[src/rtl/irq_responder_if.sv]
`default_nettype none
// ============================================================================
// Module      : irq_responder_if
// Description : CPU-side interrupt handshake bundle (req/vector/ack/eoi/in-service).
//               The slave modport is the responder; the master modport is the CPU.
// Revision    : 1.0 - initial release
// ============================================================================
interface irq_responder_if #(
    parameter int VW = 4
);
    logic          int_req;
    logic [VW-1:0] int_vec;
    logic          int_ack;
    logic          int_eoi;
    logic          in_service;

    modport slave (
        output int_req,
        output int_vec,
        output in_service,
        input  int_ack,
        input  int_eoi
    );

    modport master (
        input  int_req,
        input  int_vec,
        input  in_service,
        output int_ack,
        output int_eoi
    );
endinterface
`default_nettype wire

[src/rtl/irq_responder.sv]
`default_nettype none
// ============================================================================
// Module      : irq_responder
// Description : Sequential priority interrupt responder. Latches request edges
//               into sticky pending bits, arbitrates by fixed priority (channel 0
//               highest), presents the winner over a req/ack handshake and holds
//               it in service until end-of-interrupt. All outputs registered.
// Revision    : 1.0 - initial release
// ============================================================================
module irq_responder #(
    parameter int NCH = 9,
    parameter int VW  = 4
) (
    input  wire logic           clk,
    input  wire logic           rst_n,
    input  wire logic [NCH-1:0] irq_in,
    input  wire logic [NCH-1:0] irq_mask,
    output logic      [NCH-1:0] pending,
    output logic      [NCH-1:0] ovf,
    input  wire logic           ovf_clr,
    irq_responder_if.slave      cpu
);

    typedef enum logic [1:0] {
        ST_IDLE    = 2'd0,
        ST_REQ     = 2'd1,
        ST_SERVICE = 2'd2
    } state_t;

    state_t         r_state;
    state_t         w_state_nxt;
    logic [NCH-1:0] r_irq_q;
    logic [NCH-1:0] r_pending;
    logic [NCH-1:0] r_ovf;
    logic           r_int_req;
    logic [VW-1:0]  r_int_vec;
    logic           r_in_service;

    logic [NCH-1:0] w_rise;
    logic [NCH-1:0] w_elig;
    logic [NCH-1:0] w_clr;
    logic [VW-1:0]  w_win;
    logic           w_take_ack;
    logic           w_req_nxt;
    logic [VW-1:0]  w_vec_nxt;
    logic           w_insvc_nxt;

    assign w_rise     = irq_in & ~r_irq_q;
    assign w_elig     = r_pending & ~irq_mask;
    assign w_take_ack = (r_state == ST_REQ) && cpu.int_ack;
    // Ack clears only the channel currently being presented.
    assign w_clr      = w_take_ack ? (NCH'(1) << r_int_vec) : '0;

    // Fixed priority: scanning downward leaves the lowest eligible index.
    always_comb begin
        w_win = '0;
        for (int i = NCH - 1; i >= 0; i--) begin
            if (w_elig[i]) begin
                w_win = VW'(i);
            end
        end
    end

    // Handshake next-state and next-output decode.
    always_comb begin
        w_state_nxt = r_state;
        w_req_nxt   = r_int_req;
        w_vec_nxt   = r_int_vec;
        w_insvc_nxt = r_in_service;
        case (r_state)
            ST_IDLE: begin
                if (|w_elig) begin
                    w_vec_nxt   = w_win;
                    w_req_nxt   = 1'b1;
                    w_state_nxt = ST_REQ;
                end
            end
            ST_REQ: begin
                // Vector stays frozen until acknowledged; no withdrawal.
                if (cpu.int_ack) begin
                    w_req_nxt   = 1'b0;
                    w_insvc_nxt = 1'b1;
                    w_state_nxt = ST_SERVICE;
                end
            end
            ST_SERVICE: begin
                if (cpu.int_eoi) begin
                    w_insvc_nxt = 1'b0;
                    w_state_nxt = ST_IDLE;
                end
            end
            default: begin
                w_req_nxt   = 1'b0;
                w_insvc_nxt = 1'b0;
                w_state_nxt = ST_IDLE;
            end
        endcase
    end

    // State and handshake output registers.
    always_ff @(posedge clk or negedge rst_n) begin
        if (!rst_n) begin
            r_state      <= ST_IDLE;
            r_int_req    <= 1'b0;
            r_int_vec    <= '0;
            r_in_service <= 1'b0;
        end else begin
            r_state      <= w_state_nxt;
            r_int_req    <= w_req_nxt;
            r_int_vec    <= w_vec_nxt;
            r_in_service <= w_insvc_nxt;
        end
    end

    // Edge history, sticky pending and overflow flags. A fresh rise beats a
    // same-cycle ack clear, and that case is not an overflow because the old
    // request is being consumed at that very edge.
    always_ff @(posedge clk or negedge rst_n) begin
        if (!rst_n) begin
            r_irq_q   <= '0;
            r_pending <= '0;
            r_ovf     <= '0;
        end else begin
            r_irq_q   <= irq_in;
            r_pending <= (r_pending & ~w_clr) | w_rise;
            r_ovf     <= (ovf_clr ? '0 : r_ovf) | (w_rise & r_pending & ~w_clr);
        end
    end

    assign pending        = r_pending;
    assign ovf            = r_ovf;
    assign cpu.int_req    = r_int_req;
    assign cpu.int_vec    = r_int_vec;
    assign cpu.in_service = r_in_service;

endmodule
`default_nettype wire

[src/flat_wrapper.sv]
// flat-port wrapper written by rule: the top's interface ports become plain ports
module irq_responder_flat 
#(
    parameter int NCH = 9,
    parameter int VW  = 4
)
  (clk, rst_n, irq_in, irq_mask, pending, ovf, ovf_clr, cpu_int_req, cpu_int_vec, cpu_in_service, cpu_int_ack, cpu_int_eoi);
  irq_responder_if #(.VW(VW)) cpu_i ();
  input  wire logic clk;
  input  wire logic rst_n;
  input  wire logic [NCH-1:0] irq_in;
  input  wire logic [NCH-1:0] irq_mask;
  output logic      [NCH-1:0] pending;
  output logic      [NCH-1:0] ovf;
  input  wire logic ovf_clr;
  output wire logic [$bits(cpu_i.int_req)-1:0] cpu_int_req;
  output wire logic [$bits(cpu_i.int_vec)-1:0] cpu_int_vec;
  output wire logic [$bits(cpu_i.in_service)-1:0] cpu_in_service;
  input wire logic [$bits(cpu_i.int_ack)-1:0] cpu_int_ack;
  input wire logic [$bits(cpu_i.int_eoi)-1:0] cpu_int_eoi;
  assign cpu_int_req = cpu_i.int_req;
  assign cpu_int_vec = cpu_i.int_vec;
  assign cpu_in_service = cpu_i.in_service;
  assign cpu_i.int_ack = cpu_int_ack;
  assign cpu_i.int_eoi = cpu_int_eoi;
  irq_responder #(.NCH(NCH), .VW(VW)) u_core (.clk(clk), .rst_n(rst_n), .irq_in(irq_in), .irq_mask(irq_mask), .pending(pending), .ovf(ovf), .ovf_clr(ovf_clr), .cpu(cpu_i));
endmodule
[config.mk]
export PLATFORM = sky130hd
export DESIGN_NAME = irq_responder_flat
export DESIGN_NICKNAME = d
export VERILOG_FILES = /design/src/rtl/irq_responder_if.sv /design/src/rtl/irq_responder.sv /design/src/flat_wrapper.sv
export SDC_FILE = /design/constraint.sdc
export NUM_CORES = 1
export LEC_CHECK = 0
export ABC_CLOCK_PERIOD_IN_PS = 1800
export CAP_MARGIN = 30
export CORE_UTILIZATION = 40
export DETAILED_ROUTE_END_ITERATION = 8
export PLACE_DENSITY = 0.68
export SKIP_CTS_REPAIR_TIMING = 1
export SYNTH_ARGS = -nofsm -noshare
export SYNTH_HDL_FRONTEND = slang
export SYNTH_SLANG_ARGS = --single-unit
[constraint.sdc]
create_clock -name clk -period 1.8 [get_ports clk]
set_input_delay 0.36 -clock clk [delete_from_list [all_inputs] [get_ports clk]]
set_output_delay 0.36 -clock clk [all_outputs]
set_load 0.01 [all_outputs]
==> impl_metrics.yaml, run 1 <==
synth:
  yosysTopAreaCell: "dfrtp_1"
  yosysSeqAreaShare_pct: 59.4
  synth_fa_ha_area_share_pct: 0
  yosys.area.top_type_share_pct: 59.4
  synth-simple-area-share_pct: 22.7
  synth_enable_flop_cells: 0
  synth_area_leaders: "dfrtp_1 59%, nand2b_1 5.1%, nand2_1 4.3%"
  ys_ff_latch: 35
  ys.warnings.count: 0
  synth_compound_area_share_pct: 12.8
  yosysMostFrequentCell: "dfrtp_1"
  synth.area.mux_share_pct: 2.04
  synth_nets: 157
  yosys-top-cells-count: "35 x dfrtp_1, 17 x nand2_1, 12 x nand2b_1"
  syn_area_um2: 1480
  synthCells: 134
  ys_types: 23
  synth-xor-area-share_pct: 0
  synth_top_family_by_area: "simple AND/OR/NAND/NOR gates"
  avgSynthCellArea_um2: 11.0
  async_flop_share_pct: 100
  ys.flop_type: "dfrtp_1"
place:
  dp_hpwl_mm: 2.55
  routabilityCongestion: 0.957
  place_ws_ps: -194
  port_buffers: 46
  place_inst: 239
  placed_cell_area_um2: 2090
sta:
  drv_slew: 0
  worst_pin_slew_ps: 431
  min_period_ps: 1690
  relSlewSlack_pct: 71.2
  max_clock_freq_mhz: 591
  hold_viol: 0
  worst_slack_ps: 107
  period_share_pct: 94.1
  finalSetupTns_ps: 0
  rsz0062_at_grt: "no"
  setup_viol: 0
  hold-worst-slack_ps: 481
  skew_ps: 3.13
routing:
  drc_errors: 0
  vias: 1194
  wirelength_mm: 3.34
  routedWlPerCell_um: 13.5
  vias_per_cell: 4.83
  drt_iter0_drc: 56
  ant_nets: 0
  first_pass_iters: 4
floorplanning:
  core_area_um2: 3440
  die_w_um: 62.7
  ios: 47
  rows: 21
  start_util_pct: 42.9
  dieArea_um2: 3940
  die_y_um: 62.7
pwr:
  p_leak_nw: 0.945
  vdd_ir_drop_max_v: 0.000674
  power_density_nw_per_um2: 1250
global_route:
  grt_pass1_wl_mm: 5.76
  grt_max_degree: 36
  globalRouteOverflowTotal: 0
  grt_antenna_before_repair: 0
  grt_pass1_vias: 1277
  grtUsageTotal_pct: 19.8
layout:
  fill_cells: 300
  multi_input_area_um2: 554
  final_area_um2: 2190
  stdcell_count: 247
  seqCellArea_um2: 876
  final_layout_size_suffix_gt1_share_pct: 15.9
  antenna_cells: 0
  fin_nets: 223
  area_growth_pct: 48.8
outcome:
  outcome: "finished clean"
worst_setup_path:
  cp-start-kind: "primary input"
  required_ps: 1970
  worstPathArrival_ps: 1860
  r2r_cells: 4
  crit_type: "in -> reg"
  cp-end-kind: "register"
  crit_fanout: 4
cts:
  cts.path.max_buffers: 2
  h-tree-depth: 2
  worstSkewPairLatency_ps: 280
  numCtsBuffers: 5
  cts.sink_count: 35
  cts_root_buf: "clkbuf_8"
  path_clk_slew_ps: 60
  cts_tree: "built"
job:
  maxCapViolations: 0
worst_hold_path:
  hold_path.class: "in -> async"
[final timing paths]
| path | end | from | slack [ps] |
|---|---|---|---|
| min in group clk | u_core.cpu.int_req | u_core.cpu.int_req | 490 |
| worst max register to register | u_core.ovf[7] | u_core.r_state[1] | 200 |
| worst min-delay path | u_core.r_irq_q[6] | rst_n | 480 |
| max in group asynchronous | u_core.ovf[0] | rst_n | 1010 |
| worst min register to register | u_core.cpu.int_req | u_core.cpu.int_req | 490 |
| worst max-delay path | u_core.cpu.int_vec[1] | irq_mask[0] | 110 |
[worst max-delay path: stages]
cell and delay (ps):
clkdlybuf4s50_1 500, nor2b_4 60, nor4_4 320, nand3_2 130, and2_4 200, mux2_4 290
[where the power goes]
group / switching [mW] / internal [mW] / leakage [nW]
Sequential: 0.140 / 0.958 / 0.396
Clock: 0.263 / 0.349 / 0.0515
Combinational: 0.448 / 0.575 / 0.498
Total: 0.851 / 1.88 / 0.945
[registers in the layout (all words and copies together), names as in the netlist]
name,flops
u_core.r_state,2
u_core.pending,9
u_core.r_irq_q,9
u_core.ovf,9
u_core.cpu.int_vec,4
u_core.cpu.in_service,1
u_core.cpu.int_req,1
[metrics by stage]
step | power [mW] | util [%]
CTS | 2.76 | 63.8
global route | 2.90 | 63.8
global placement | 2.11 | 60.9
floorplan | 1.58 | -
detailed placement | 2.14 | 60.9
finish | 2.73 | 63.8
[placed cells by master (no fill, tap or decap), types with 2 or more instances in the layout]
| cell | count |
|---|---|
| o31ai_1 | 2 |
| inv_1 | 11 |
| clkbuf_8 | 7 |
| o22ai_1 | 9 |
| o21ai_1 | 2 |
| nor4_4 | 2 |
| nand2b_1 | 12 |
| dfrtp_1 | 35 |
| a21oi_1 | 4 |
| nor2b_1 | 5 |
| buf_4 | 14 |
| mux2_4 | 2 |
| nor2_1 | 9 |
| nand2_1 | 17 |
| nor2b_4 | 4 |
| a211oi_1 | 2 |
| clkdlybuf4s50_1 | 46 |
| o21ai_0 | 10 |
[cell families after synthesis]
| kind of cell | after synthesis |
|---|---|
| AO/OA/AOI/OAI | 32 |
| flip-flops | 35 |
| AND/OR/NAND/NOR | 53 |
| multiplexers | 2 |
| buffers and inverters | 12 |
[layout make-up]
type | instances | area share (%)
flip-flops and latches | 35 | 39.9
inverters | 11 | 1.88
well taps | 46 | 2.62
repair buffers | 60 | 25.8
clock buffers | 8 | 4.56
multi-input cells | 87 | 25.3
[metal layers]
layer	wire (um)	vias up	GRT usage (%)	share of wire, %
met3	129	5	5.84	3.9
met5	0	-	0	0
met1	1480	570	24.7	44
met2	1670	33	30.8	50
li1	-	586	-	-
met4	65	0	10.5	1.9
Note: power is estimated with default switching activity, not from simulation.
==> run 2, diff against run 1 <==
--- a/config.mk
+++ b/config.mk
@@ -7,9 +7,9 @@
 export LEC_CHECK = 0
 export ABC_CLOCK_PERIOD_IN_PS = 1800
 export CAP_MARGIN = 30
-export CORE_UTILIZATION = 40
+export CORE_UTILIZATION = 45
 export DETAILED_ROUTE_END_ITERATION = 8
-export PLACE_DENSITY = 0.68
+export PLACE_DENSITY = 0.75
 export SKIP_CTS_REPAIR_TIMING = 1
 export SYNTH_ARGS = -nofsm -noshare
 export SYNTH_HDL_FRONTEND = slang
==> impl_metrics.yaml, run 2 (same netlist as run 1, synthesis figures left out) <==
sta:
  relSlewSlack_pct: 70.0
  hold_viol: 0
  max_clock_freq_mhz: 579
  rsz0062_at_grt: "no"
  skew_ps: 9.31
  worst_pin_slew_ps: 449
  setup_viol: 0
  drv_slew: 0
  finalSetupTns_ps: 0
  worst_slack_ps: 74.2
  min_period_ps: 1730
  period_share_pct: 95.9
global_route:
  grt_pass1_vias: 1134
  globalRouteOverflowTotal: 0
  grt_pass1_wl_mm: 5.24
  grtUsageTotal_pct: 20.8
  grt_max_degree: 36
  grt_antenna_before_repair: 0
routing:
  drc_errors: 0
  ant_nets: 0
  vias: 1181
  drt_iter0_drc: 40
  first_pass_iters: 4
  vias_per_cell: 4.92
  wirelength_mm: 3.32
  routedWlPerCell_um: 13.8
job:
  maxCapViolations: 0
worst_hold_path:
  hold_path.class: "in -> async"
layout:
  area_growth_pct: 43.9
  final_common_cell: "clkdlybuf4s50_1"
  mostFrequentLayoutCells: "46 x clkdlybuf4s50_1, 35 x dfrtp_1, 17 x nand2_1, 12 x nand2b_1, 11 x inv_1"
  fin_nets: 218
  antenna_cells: 0
  final_layout_size_suffix_gt1_share_pct: 13.8
cts:
  worstSkewPairLatency_ps: 330
  cts.sink_count: 35
  numCtsBuffers: 5
  h-tree-depth: 2
  cts_tree: "built"
  cts.path.max_buffers: 2
  path_clk_slew_ps: 100
  cts_root_buf: "clkbuf_4"
pwr:
  total_power_mw: 2.55
  power_density_nw_per_um2: 1200
  p_leak_nw: 0.908
  vdd_ir_drop_max_v: 0.000694
worst_setup_path:
  slowest_delay_ps: 570
  worst-path-buf-inv: 1
  cp_cell_sequence: "clkdlybuf4s50_1"
  cp_top_family: "buffers and inverters"
  required_ps: 1440
  crit_type: "reg -> out"
  worstPathArrival_ps: 1370
  cp-start-kind: "register"
  crit_fanout: 6
  crit_start: "u_core.cpu.int_vec[0]"
  r2r-start: "u_core.pending[5]"
  cp_slowest_cell: "clkdlybuf4s50_1"
  cp-end-kind: "output port"
floorplanning:
  die_w_um: 59.3
  dieArea_um2: 3510
  rows: 20
  ios: 47
  start_util_pct: 47.9
  core_area_um2: 3080
  die_y_um: 59.3
outcome:
  outcome: "finished clean"
place:
  port_buffers: 46
  place_ws_ps: -179
  dp_hpwl_mm: 2.51
  routabilityCongestion: 0.906
## run 2: changes by cell type in the layout (fill, tap and decap cells not counted)
cell      change
buf_4         -5
clkbuf_8      -5
clkbuf_4      +5
## run 2: layout make-up
class / instances / area [um^2]
tap: 44 / 55.1
multi-input combinational: 87 / 554
timing repair buffer: 55 / 528
fill: 234 / 955
inverter: 11 / 41.3
clock buffer: 8 / 68.8
sequential: 35 / 876
## run 2: metrics by stage
step	util (%)	instances	hold WS (ps)	cell area (um^2)
6_report	69.0	240	427	2120
5_1_grt	69.0	240	475	2120
4_1_cts	69.0	240	439	2120
2_1_floorplan	-	134	64.4	1480
3_3_place_gp	66.7	232	478	2050
3_5_place_dp	66.7	232	494	2050
## run 2: power by group
group / total [mW] / internal, mW / switching [mW] / leakage (nW)
Sequential: 1.12 / 0.956 / 0.163 / 0.396
Clock: 0.471 / 0.230 / 0.242 / 0.0386
Combinational: 0.957 / 0.542 / 0.416 / 0.473
## run 2: final timing paths
check                                        endpoint  depth (start not counted)  slack, ps
worst max-delay path                   cpu_int_vec[0]                          1         70
worst min-delay path                u_core.pending[5]                          2        430
worst max register to register  u_core.cpu.int_vec[0]                          5        210
worst min register to register     u_core.cpu.int_req                          1        510
max in group asynchronous           u_core.pending[2]                          2       1040
min in group clk                    u_core.r_irq_q[1]                          1        480
## run 2: layer usage
metal / part of all wire (%) / wire length, um / up-vias / track usage, %
li1: - / - / 577 / -
met1: 43 / 1420 / 568 / 26.8
met2: 51 / 1690 / 31 / 33.7
met3: 4.7 / 156 / 5 / 5.02
met4: 1.4 / 48 / 0 / 8.16
met5: 0 / 0 / - / 0
